$ cat src/rtl/perf_counters.sv
// Performance counters for cycles, retired instructions and I/D-cache requests/hits,
// frozen once HALT retires, with sticky saturation flags and a registered select-read port.
module perf_counters #(
    parameter int CNT_W = 32
) (
    input  logic             clk,
    input  logic             rst,
    input  logic             regWrite,
    input  logic             memWrite,
    input  logic             halt,
    input  logic             iCacheReq,
    input  logic             iCacheHit,
    input  logic             dCacheReq,
    input  logic             dCacheHit,
    input  logic             clear,
    input  logic [2:0]       sel,
    output logic [CNT_W-1:0] cntOut,
    output logic             halted,
    output logic [5:0]       ovf
);

    typedef enum logic {
        ST_RUN    = 1'b0,
        ST_HALTED = 1'b1
    } state_t;

    localparam logic [CNT_W-1:0] CNT_MAX = {CNT_W{1'b1}};

    state_t           r_state;
    state_t           w_next_state;
    logic [CNT_W-1:0] r_cnt [6];
    logic [CNT_W-1:0] r_cnt_out;
    logic [5:0]       r_ovf;
    logic [5:0]       w_inc;
    logic [CNT_W-1:0] w_sel_val;

    // clear dominates; a halt seen while already halted has no effect
    always_comb begin
        w_next_state = r_state;
        if (clear) begin
            w_next_state = ST_RUN;
        end else if (r_state == ST_RUN && halt) begin
            w_next_state = ST_HALTED;
        end
    end

    always_comb begin
        w_inc = '0;
        if (r_state == ST_RUN) begin
            w_inc[0] = 1'b1;
            w_inc[1] = regWrite | memWrite | halt;
            w_inc[2] = iCacheReq;
            w_inc[3] = iCacheHit & iCacheReq;
            w_inc[4] = dCacheReq;
            w_inc[5] = dCacheHit & dCacheReq;
        end
    end

    always_comb begin
        w_sel_val = '0;
        case (sel)
            3'd0:    w_sel_val = r_cnt[0];
            3'd1:    w_sel_val = r_cnt[1];
            3'd2:    w_sel_val = r_cnt[2];
            3'd3:    w_sel_val = r_cnt[3];
            3'd4:    w_sel_val = r_cnt[4];
            3'd5:    w_sel_val = r_cnt[5];
            default: w_sel_val = '0;
        endcase
    end

    // The read port samples pre-update values, so it runs one edge behind the live counts.
    always_ff @(posedge clk or negedge rst) begin
        if (!rst) begin
            r_state   <= ST_RUN;
            r_cnt_out <= '0;
            r_ovf     <= '0;
            for (int i = 0; i < 6; i++) begin
                r_cnt[i] <= '0;
            end
        end else begin
            r_state   <= w_next_state;
            r_cnt_out <= w_sel_val;
            if (clear) begin
                r_ovf <= '0;
                for (int i = 0; i < 6; i++) begin
                    r_cnt[i] <= '0;
                end
            end else begin
                for (int i = 0; i < 6; i++) begin
                    if (w_inc[i]) begin
                        if (r_cnt[i] == CNT_MAX) begin
                            r_ovf[i] <= 1'b1;
                        end else begin
                            r_cnt[i] <= r_cnt[i] + 1'b1;
                        end
                    end
                end
            end
        end
    end

    assign cntOut = r_cnt_out;
    assign halted = (r_state == ST_HALTED);
    assign ovf    = r_ovf;

endmodule
$ cat config.mk
export PLATFORM = sky130hd
export DESIGN_NAME = perf_counters
export DESIGN_NICKNAME = d
export VERILOG_FILES = /design/src/rtl/perf_counters.sv
export SDC_FILE = /design/constraint.sdc
export NUM_CORES = 1
export LEC_CHECK = 0
export BUFFER_PORTS_ARGS = -buffer_cell sky130_fd_sc_hd__buf_2
export CORE_MARGIN = 3
export CORE_UTILIZATION = 56
export CTS_CLUSTER_SIZE = 40
export DETAILED_ROUTE_END_ITERATION = 8
export PLACE_DENSITY = 0.84
export SYNTH_ARGS = -nofsm -noshare
export SYNTH_HDL_FRONTEND = slang
export SYNTH_SLANG_ARGS = --single-unit
$ cat constraint.sdc
create_clock -name clk -period 2.7 [get_ports clk]
set_clock_uncertainty 0.1 [all_clocks]
set_input_delay 0.135 -clock clk [delete_from_list [all_inputs] [get_ports clk]]
set_output_delay 0.135 -clock clk [all_outputs]
set_load 0.02 [all_outputs]
**Yosys cells after proc, flatten, opt, wreduce, memory -nomap -nowiden**

Cells that the tools add are included.

- Flip-flop bits (word level): 231
- Input bits: 13
- Word-level logic and storage cells: 99

- $add $sub $neg: 6
- Equality and inequality tests: 17
- Multiplexer cells: 30
- Bitwise logic cells: 5
- Reduce and logical (&&, ||, !) cells: 27

Operators with widths:

| operator | number |
|---|---|
| $mux W32 | 12 |
| $add A32 B1 Y32 const B | 6 |
| $eq A32 B32 Y1 const B | 6 |
| $mux W192 | 1 |
| $pmux W32 S6 | 1 |
| $reduce_bool A2 Y1 | 13 |
| $reduce_and A2 Y1 | 12 |
| $mux W1 | 14 |
| $mux W6 | 2 |
| $ne A2 B2 Y1 const B | 6 |
| $eq A3 B2 Y1 const B | 2 |
| $eq A3 B3 Y1 const B | 2 |
| $eq A3 B1 Y1 const B | 1 |
| $logic_not A3 Y1 | 1 |
| $and A1 B1 Y1 | 2 |
| $or A1 B1 Y1 | 2 |
| $logic_and A1 B1 Y1 | 1 |
| $not A1 Y1 | 1 |

**Longest topological paths before layout**

Gate-level depths: netlist of the first run.

- Word-level depth: 5
- Mapped depth: 9

**Worst setup path before layout of the first run**

Ideal clock, no wire load.

- Path type: reg-to-reg
- Start: register r_cnt[160] (netlist bit)
- End: register r_cnt[182] (netlist bit)
- Setup time: 78 ps
- Arrival: 2322 ps
- Data required time: 2522 ps
- Setup slack: 200 ps
- Cell stages (with the launch flop): 8
- Buffers on the path: 1
- Clock period less this slack: 2500 ps
- Cell sequence: dfrtp_1 -> ha_1 -> nand4_1 -> or4_1 -> clkbuf_1 -> or4_1 -> or3_1 -> a21oi_1

- Cells in the longest elaborated chain, start to end: 4
- Elaborated cells on any way between the ends: 7
- Those cells by class: add/sub: 1; eq/ne: 2; mux: 3; reduce/logical: 1

Ends and longest elaborated chain:

| element | line | text |
|---|---|---|
| start: declaration | 31 | `logic [CNT_W-1:0] r_cnt [6];` |
| start signal: indexed assignment | 95 | `r_cnt[i] <= r_cnt[i] + 1'b1;` |
| $add A32 B1 Y32 | 95 |  |
| $mux W32 | 92 | `if (r_cnt[i] == CNT_MAX) begin` |
| $mux W32 | 91 | `if (w_inc[i]) begin` |
| $mux W192 | 84 | `if (clear) begin` |

Parallel ways exist; a longest one is shown, timed or not. The select of a mux whose other input is x is not followed.
A chain may end at the register's enable or synchronous reset.

**Final worst setup path of the first run**

- Start: register r_cnt[168] (netlist bit)
- End: register r_cnt[183] (netlist bit)

The elaborated chain is that of the path after synthesis.

==> reports/metrics.yaml, run 1 <==
die_x_um: 158
netlist_instances: 1418
via_per_inst: 7.00
synth_nets: 1437
drive_gt1_share_pct: 14.4
switching_share_pct: 23.4
critPathMaxStageDelay_ps: 600
num_rows: 54
avgRoutedWirePerCell_um: 22.4
grt_max_degree: 100
cts_tree: "done"
final_area_um2: 14700
ys_seq_elements: 231
clock_latency_ps: 540
track_usage_pct: 32.5
critPathBufInv: 2
cts_buffers: 26
place_inst: 1741
num-fill-cells: 1775
power_mw: 7.35
cp_slowest_cell: "or4b_2"
slew_viol_final: 0
grt_setup_unrepaired: "no"
intPower_mw: 5.63
avgSynthCellArea_um2: 9.08
required_ps: 3060
cts.clk_slew.worst_paths_ps: 60
cts_root_buf: "clkbuf_16"
core_um2: 22200
synth_async_sr_flop_share_pct: 100
yosysWarnings: 0
path_cells: "nand3_1, nor4_1, buf_4, nand4_1, buf_4, or4b_2, a21oi_1"
cp_common_cell: "buf_4"
postLayoutCoreUtil_pct: 66.1
power.switching_mw: 1.72
hpwl_mm: 28.7
p_clk_share_pct: 47.3
drt-total-wl_mm: 40.0
vias: 12500
seq_power_share_pct: 47.7
postPlaceCellArea_um2: 13800
synth_area_um2: 12900
synthFlopType: "dfrtp_1"
cp_top_family: "simple AND/OR/NAND/NOR gates"
cts_num_sinks: 231
period_needed_ps: 2600
critPathCaptureType: "register"
drt-initial-drc-count: 1854
synth_edf_count: 0
relSlewSlack_pct: 13.9
post-route-period-util_pct: 96.3
critPathKind: "register to register"
synth.yosys.seq_area_share_pct: 44.9
cp_max_fo: 10
clockBufferDepth: 3
drt_pass1_iterations: 9
post-cts-setup-buffer-count: 0
setup_tns_ps: 0
grt_pass1_vias: 11800
leakage_nw: 5.82
hold_path.class: "input pin to register"
max_freq_mhz: 385
ys_types: 57
grt_pass1_wl_mm: 64.2
report.final.setup_viol: 0
start_kind: "register"
cts_max_level: 1
die_h_um: 158
gr-total-overflow: 0
worst_slew_pin_slew_ps: 1290
ant_nets: 0
hold_violations: 0
antenna_found_initial: 1
power.density_nw_per_um2: 500
portBuffers: 51
arrival_ps: 2960
fin_nets: 1510
dieArea_um2: 24800
place_congestion: 1.01
comb_power_share_pct: 4.9
initial_core_util_pct: 57.9
vdd_drop_max_mv: 0.370
status: "completed"
maxCapViolCount: 0
syn_to_final_growth_pct: 14.2
ioPinCount: 52
fin_cells: 1789
drc: 0
==> cells in the final DEF (no fill, tap or decap), types with 21 or more instances in the layout <==
cell	n
buf_4	73
and3_1	21
nor2b_1	22
or3_1	63
nand2_1	69
nor2_1	107
o31ai_1	46
xnor2_1	32
clkbuf_16	27
a22oi_1	96
nor4_1	24
a21oi_1	120
buf_2	49
nand4_1	73
or4_1	53
nand3_1	96
dfrtp_1	231
o21ai_0	68
==> state kept, by name, indices dropped and copies added, names as in the netlist <==
signal,cells
halted,1
r_cnt,192
ovf,6
cntOut,32
==> per-layer routing <==
layer	share of wire, %	global-route usage [%]	wire, um	up-vias
li1	-	-	-	5589
met1	38	44.1	15100	6084
met2	46	52.2	18400	715
met3	12	6.34	4800	127
met4	4.5	12.1	1810	0
met5	0	0	0	-
==> final cells by class <==
cell class / count / area, um^2 / area share [%]
clock inverters: 7 / 66.3 / 0.451
clock buffers: 38 / 767 / 5.22
multi-input cells: 1084 / 6730 / 45.8
flip-flops and latches: 231 / 5780 / 39.3
inverters: 17 / 63.8 / 0.434
diodes: 1 / 2.50 / 0.0170
repair buffers: 131 / 940 / 6.39
well taps: 280 / 350 / 2.38
==> tightest hold or removal path: stages <==
cell and delay [ps]:
buf_2 130, nand4b_1 140, o31ai_1 90, a21oi_1 110
==> worst paths after layout <==
| check | startpoint | end | slack, ps | cells after the start |
|---|---|---|---|---|
| max in group asynchronous | rst | r_cnt[48]$_DFFE_PN0P_ | 1740 | 3 |
| hold reg to reg | ovf[5]$_DFFE_PN0P_ | ovf[5]$_DFFE_PN0P_ | 390 | 2 |
| setup reg to reg | r_cnt[168]$_DFFE_PN0P_ | r_cnt[183]$_DFFE_PN0P_ | 100 | 7 |
| setup / recovery | r_cnt[168]$_DFFE_PN0P_ | r_cnt[183]$_DFFE_PN0P_ | 100 | 7 |
| hold / removal | dCacheHit | r_cnt[6]$_DFFE_PN0P_ | 9 | 4 |
| min in group asynchronous | rst | r_cnt[28]$_DFFE_PN0P_ | 40 | 2 |
==> per-stage QoR <==
step | hold slack, ps | worst slack [ps]
detailed placement | 8.63 | 69.9
finish | 8.76 | 101
global route | 59.3 | 0.243
floorplan | -261 | 200
global placement | 6.18 | 158
CTS | 3.53 | 60.1
==> Yosys cell counts, drive strengths merged (22+ instances only) <==
cell	number	area (um^2)
nor2	107	402
o31ai	47	353
or4	55	417
o21ai	68	340
nor2b	22	138
xnor2	32	280
clkbuf	71	269
nor4	29	213
dfrtp	231	5780
a21oi	120	601
nand2	69	259
nand3	96	480
or3	64	400
nand4	73	457
a22oi	96	721
==> power by group through the flow <==
stage	Combinational, mW	Sequential [mW]	Clock [mW]
after floorplan	0.163	3.57	0
after global placement	0.346	3.57	0
after detailed placement	0.354	3.57	0
after CTS	0.359	3.51	3.50
after global routing	0.397	3.51	3.65
final	0.362	3.51	3.48
==> repair_timing <==
| action | CTS | global route |
|---|---|---|
| gates resized for setup | 0 | 2 |
| hold endpoints to repair | 232 | 0 |
| endpoints found under the setup margin | 0 | 5 |
| hold buffers | 2 | 0 |
==> kinds of logic after synthesis <==
logic type      synth area share (%)
simple gates                    27.2
compound gates                  19.1
flops                           44.9
buf+inv                         3.15
xor+xnor                        3.13
mux                             1.97
fa+ha+maj                      0.583
Power figures use the tool's default switching activity.
==> inputs of run 2 (changes only) <==
Settings changed: CORE_UTILIZATION 56 to 40, PLACE_DENSITY 0.84 to 0.67.
==> run 2 against run 1 <==
  * Flip-flop and latch count is the same
  * Utilization shrank 19 points
  * Critical path depth is the same
  * Register-to-register slack gained 30 ps
  * Total power grew 2.3%
  * Clock power grew 5%
  * Sequential share of layout area shrank 0.41 points
  * Clock-buffer cell count grew 1
  * Largest cell class unchanged
  * Highest routed layer unchanged
==> reports/metrics.yaml, run 2 (synthesis gave the netlist of run 1 again) <==
portBuffers: 51  # unchanged
cts_max_level: 1  # unchanged
drt_pass1_iterations: 5  # -4
drive_gt1_share_pct: 14.0  # -0.37 points
track_usage_pct: 23.5  # -9.0 points
hold_violations: 0  # unchanged
ant_nets: 0  # unchanged
period_needed_ps: 2570  # -29.3 ps
report.final.setup_viol: 0  # unchanged
ioPinCount: 52  # unchanged
start_kind: "register"
grt_pass1_vias: 11100  # -5.3%
dieArea_um2: 34400  # +38%
via_per_inst: 6.40  # -8.5%
place_inst: 1856  # +6.6%
num_rows: 65  # +20%
drt-total-wl_mm: 41.1  # +2.6%
vdd_drop_max_mv: 0.409  # +11%
die_x_um: 185  # +18%
place_congestion: 0.947  # -5.8%
grt_max_degree: 78  # -22%
critPathKind: "register to register"
fin_nets: 1505  # -0.33%
cts_tree: "done"
drt-initial-drc-count: 1523  # -18%
final_area_um2: 14900  # +1.1%
drc: 0  # unchanged
antennaDiodeCount: 0  # -1
power_mw: 7.52  # +2.3%
fin_cells: 1907  # +6.6%
initial_core_util_pct: 40.7  # -17 points
cts_buffers: 26  # unchanged
vias: 12200  # -2.5%
postPlaceCellArea_um2: 13900  # +0.72%
leakage_nw: 5.81  # -0.13%
grt_setup_unrepaired: "no"
power.density_nw_per_um2: 506  # +1.2%
critPathCaptureType: "register"
cts_num_sinks: 231  # unchanged
cts_root_buf: "clkbuf_16"
status: "completed"
avgRoutedWirePerCell_um: 21.5  # -3.8%
critPathMaxStageDelay_ps: 560  # -40 ps
die_h_um: 185  # +18%
worst_slew_pin_slew_ps: 1280  # -12.0 ps
critPathBufInv: 1  # -1
slew_viol_final: 0  # unchanged
largest_reg_flops: 192  # unchanged
clockBufferDepth: 3  # unchanged
antenna_found_initial: 0  # -1
path_cells: "ha_1, and3_1, buf_4, and2_1, a2111o_1, or4_1, a21oi_1"
core_um2: 31600  # +42%
hold_path.class: "input pin to register"
relSlewSlack_pct: 14.7  # +0.80 points
final_cell_mix: "231 x dfrtp_1, 120 x a21oi_1, 107 x nor2_1, 96 x a22oi_1, 96 x nand3_1"
clock_latency_ps: 540  # about the same
gr-total-overflow: 0  # unchanged
post-cts-setup-buffer-count: 0  # unchanged
cts.clk_slew.worst_paths_ps: 60  # about the same
syn_to_final_growth_pct: 15.4
hpwl_mm: 29.2  # +1.9%
final_common_cell: "dfrtp_1"
post-route-period-util_pct: 95.2  # -1.1 points
grt_pass1_wl_mm: 64.2  # about the same
setup_tns_ps: 0  # unchanged
cp_max_fo: 14  # +4
required_ps: 3050  # about the same
cp_slowest_cell: "a2111o_1"
cp_top_family: "simple AND/OR/NAND/NOR gates"
maxCapViolCount: 0  # unchanged
max_freq_mhz: 389  # +1.1%
arrival_ps: 2920  # -40 ps
regMostFlops: "r_cnt"
[run 2: layout make-up]
type | instances | area (um^2)
fill | 2967 | 16800
multi-input combinational | 1084 | 6720
sequential | 231 | 5780
timing repair buffer | 126 | 907
clock buffer | 39 | 791
tap | 402 | 503
clock inverter | 8 | 90.1
inverter | 17 | 63.8
[run 2: repair_timing]
item | 4_1_cts | 5_1_grt
hold endpoints to repair | 155 | 0
resized for setup | 0 | 0
hold buffers | 4 | 0
[run 2: per-layer routing]
layer  global-route usage [%]  share of wire (%)
met1                     33.8                 44
met2                     35.8                 44
met3                     3.10                7.0
met4                     10.0                5.2
met5                        0                  0
[run 2: path summary, 6_finish.rpt]
kind	from	endpoint	slack, ps	depth (start not counted)
max in group asynchronous	rst	r_cnt[52]$_DFFE_PN0P_	1600	3
worst min-delay path	dCacheHit	r_cnt[6]$_DFFE_PN0P_	40	4
worst max register to register	r_cnt[97]$_DFFE_PN0P_	r_cnt[127]$_DFFE_PN0P_	130	7
worst min register to register	ovf[5]$_DFFE_PN0P_	ovf[5]$_DFFE_PN0P_	400	2
min in group asynchronous	rst	r_cnt[69]$_DFFE_PN0P_	100	2
worst max-delay path	r_cnt[97]$_DFFE_PN0P_	r_cnt[127]$_DFFE_PN0P_	130	7
[run 2: worst register-to-register path: cells and delay by family (launching register included)]
family	cells	cell delay [ps]
and+or+nand+nor	3	890
DFF	1	410
AOI/OAI and AO/OA	2	710
adders and majority gates	1	220
buffers and inverters	1	160
[run 2: power breakdown]
| group | switching (mW) | internal [mW] |
|---|---|---|
| Combinational | 0.267 | 0.0942 |
| Sequential | 0.0226 | 3.48 |
| Clock | 1.45 | 2.20 |
[run 2: through the flow]
stage / util [%] / setup WS (ps) / hold slack [ps]
after floorplan: - / 200 / -261
after global placement: 44.0 / 195 / 84.9
after detailed placement: 44.0 / 174 / 76.9
after CTS: 47.0 / 161 / 15.9
after global routing: 47.0 / 8.14 / 62.5
final: 47.0 / 130 / 36.7
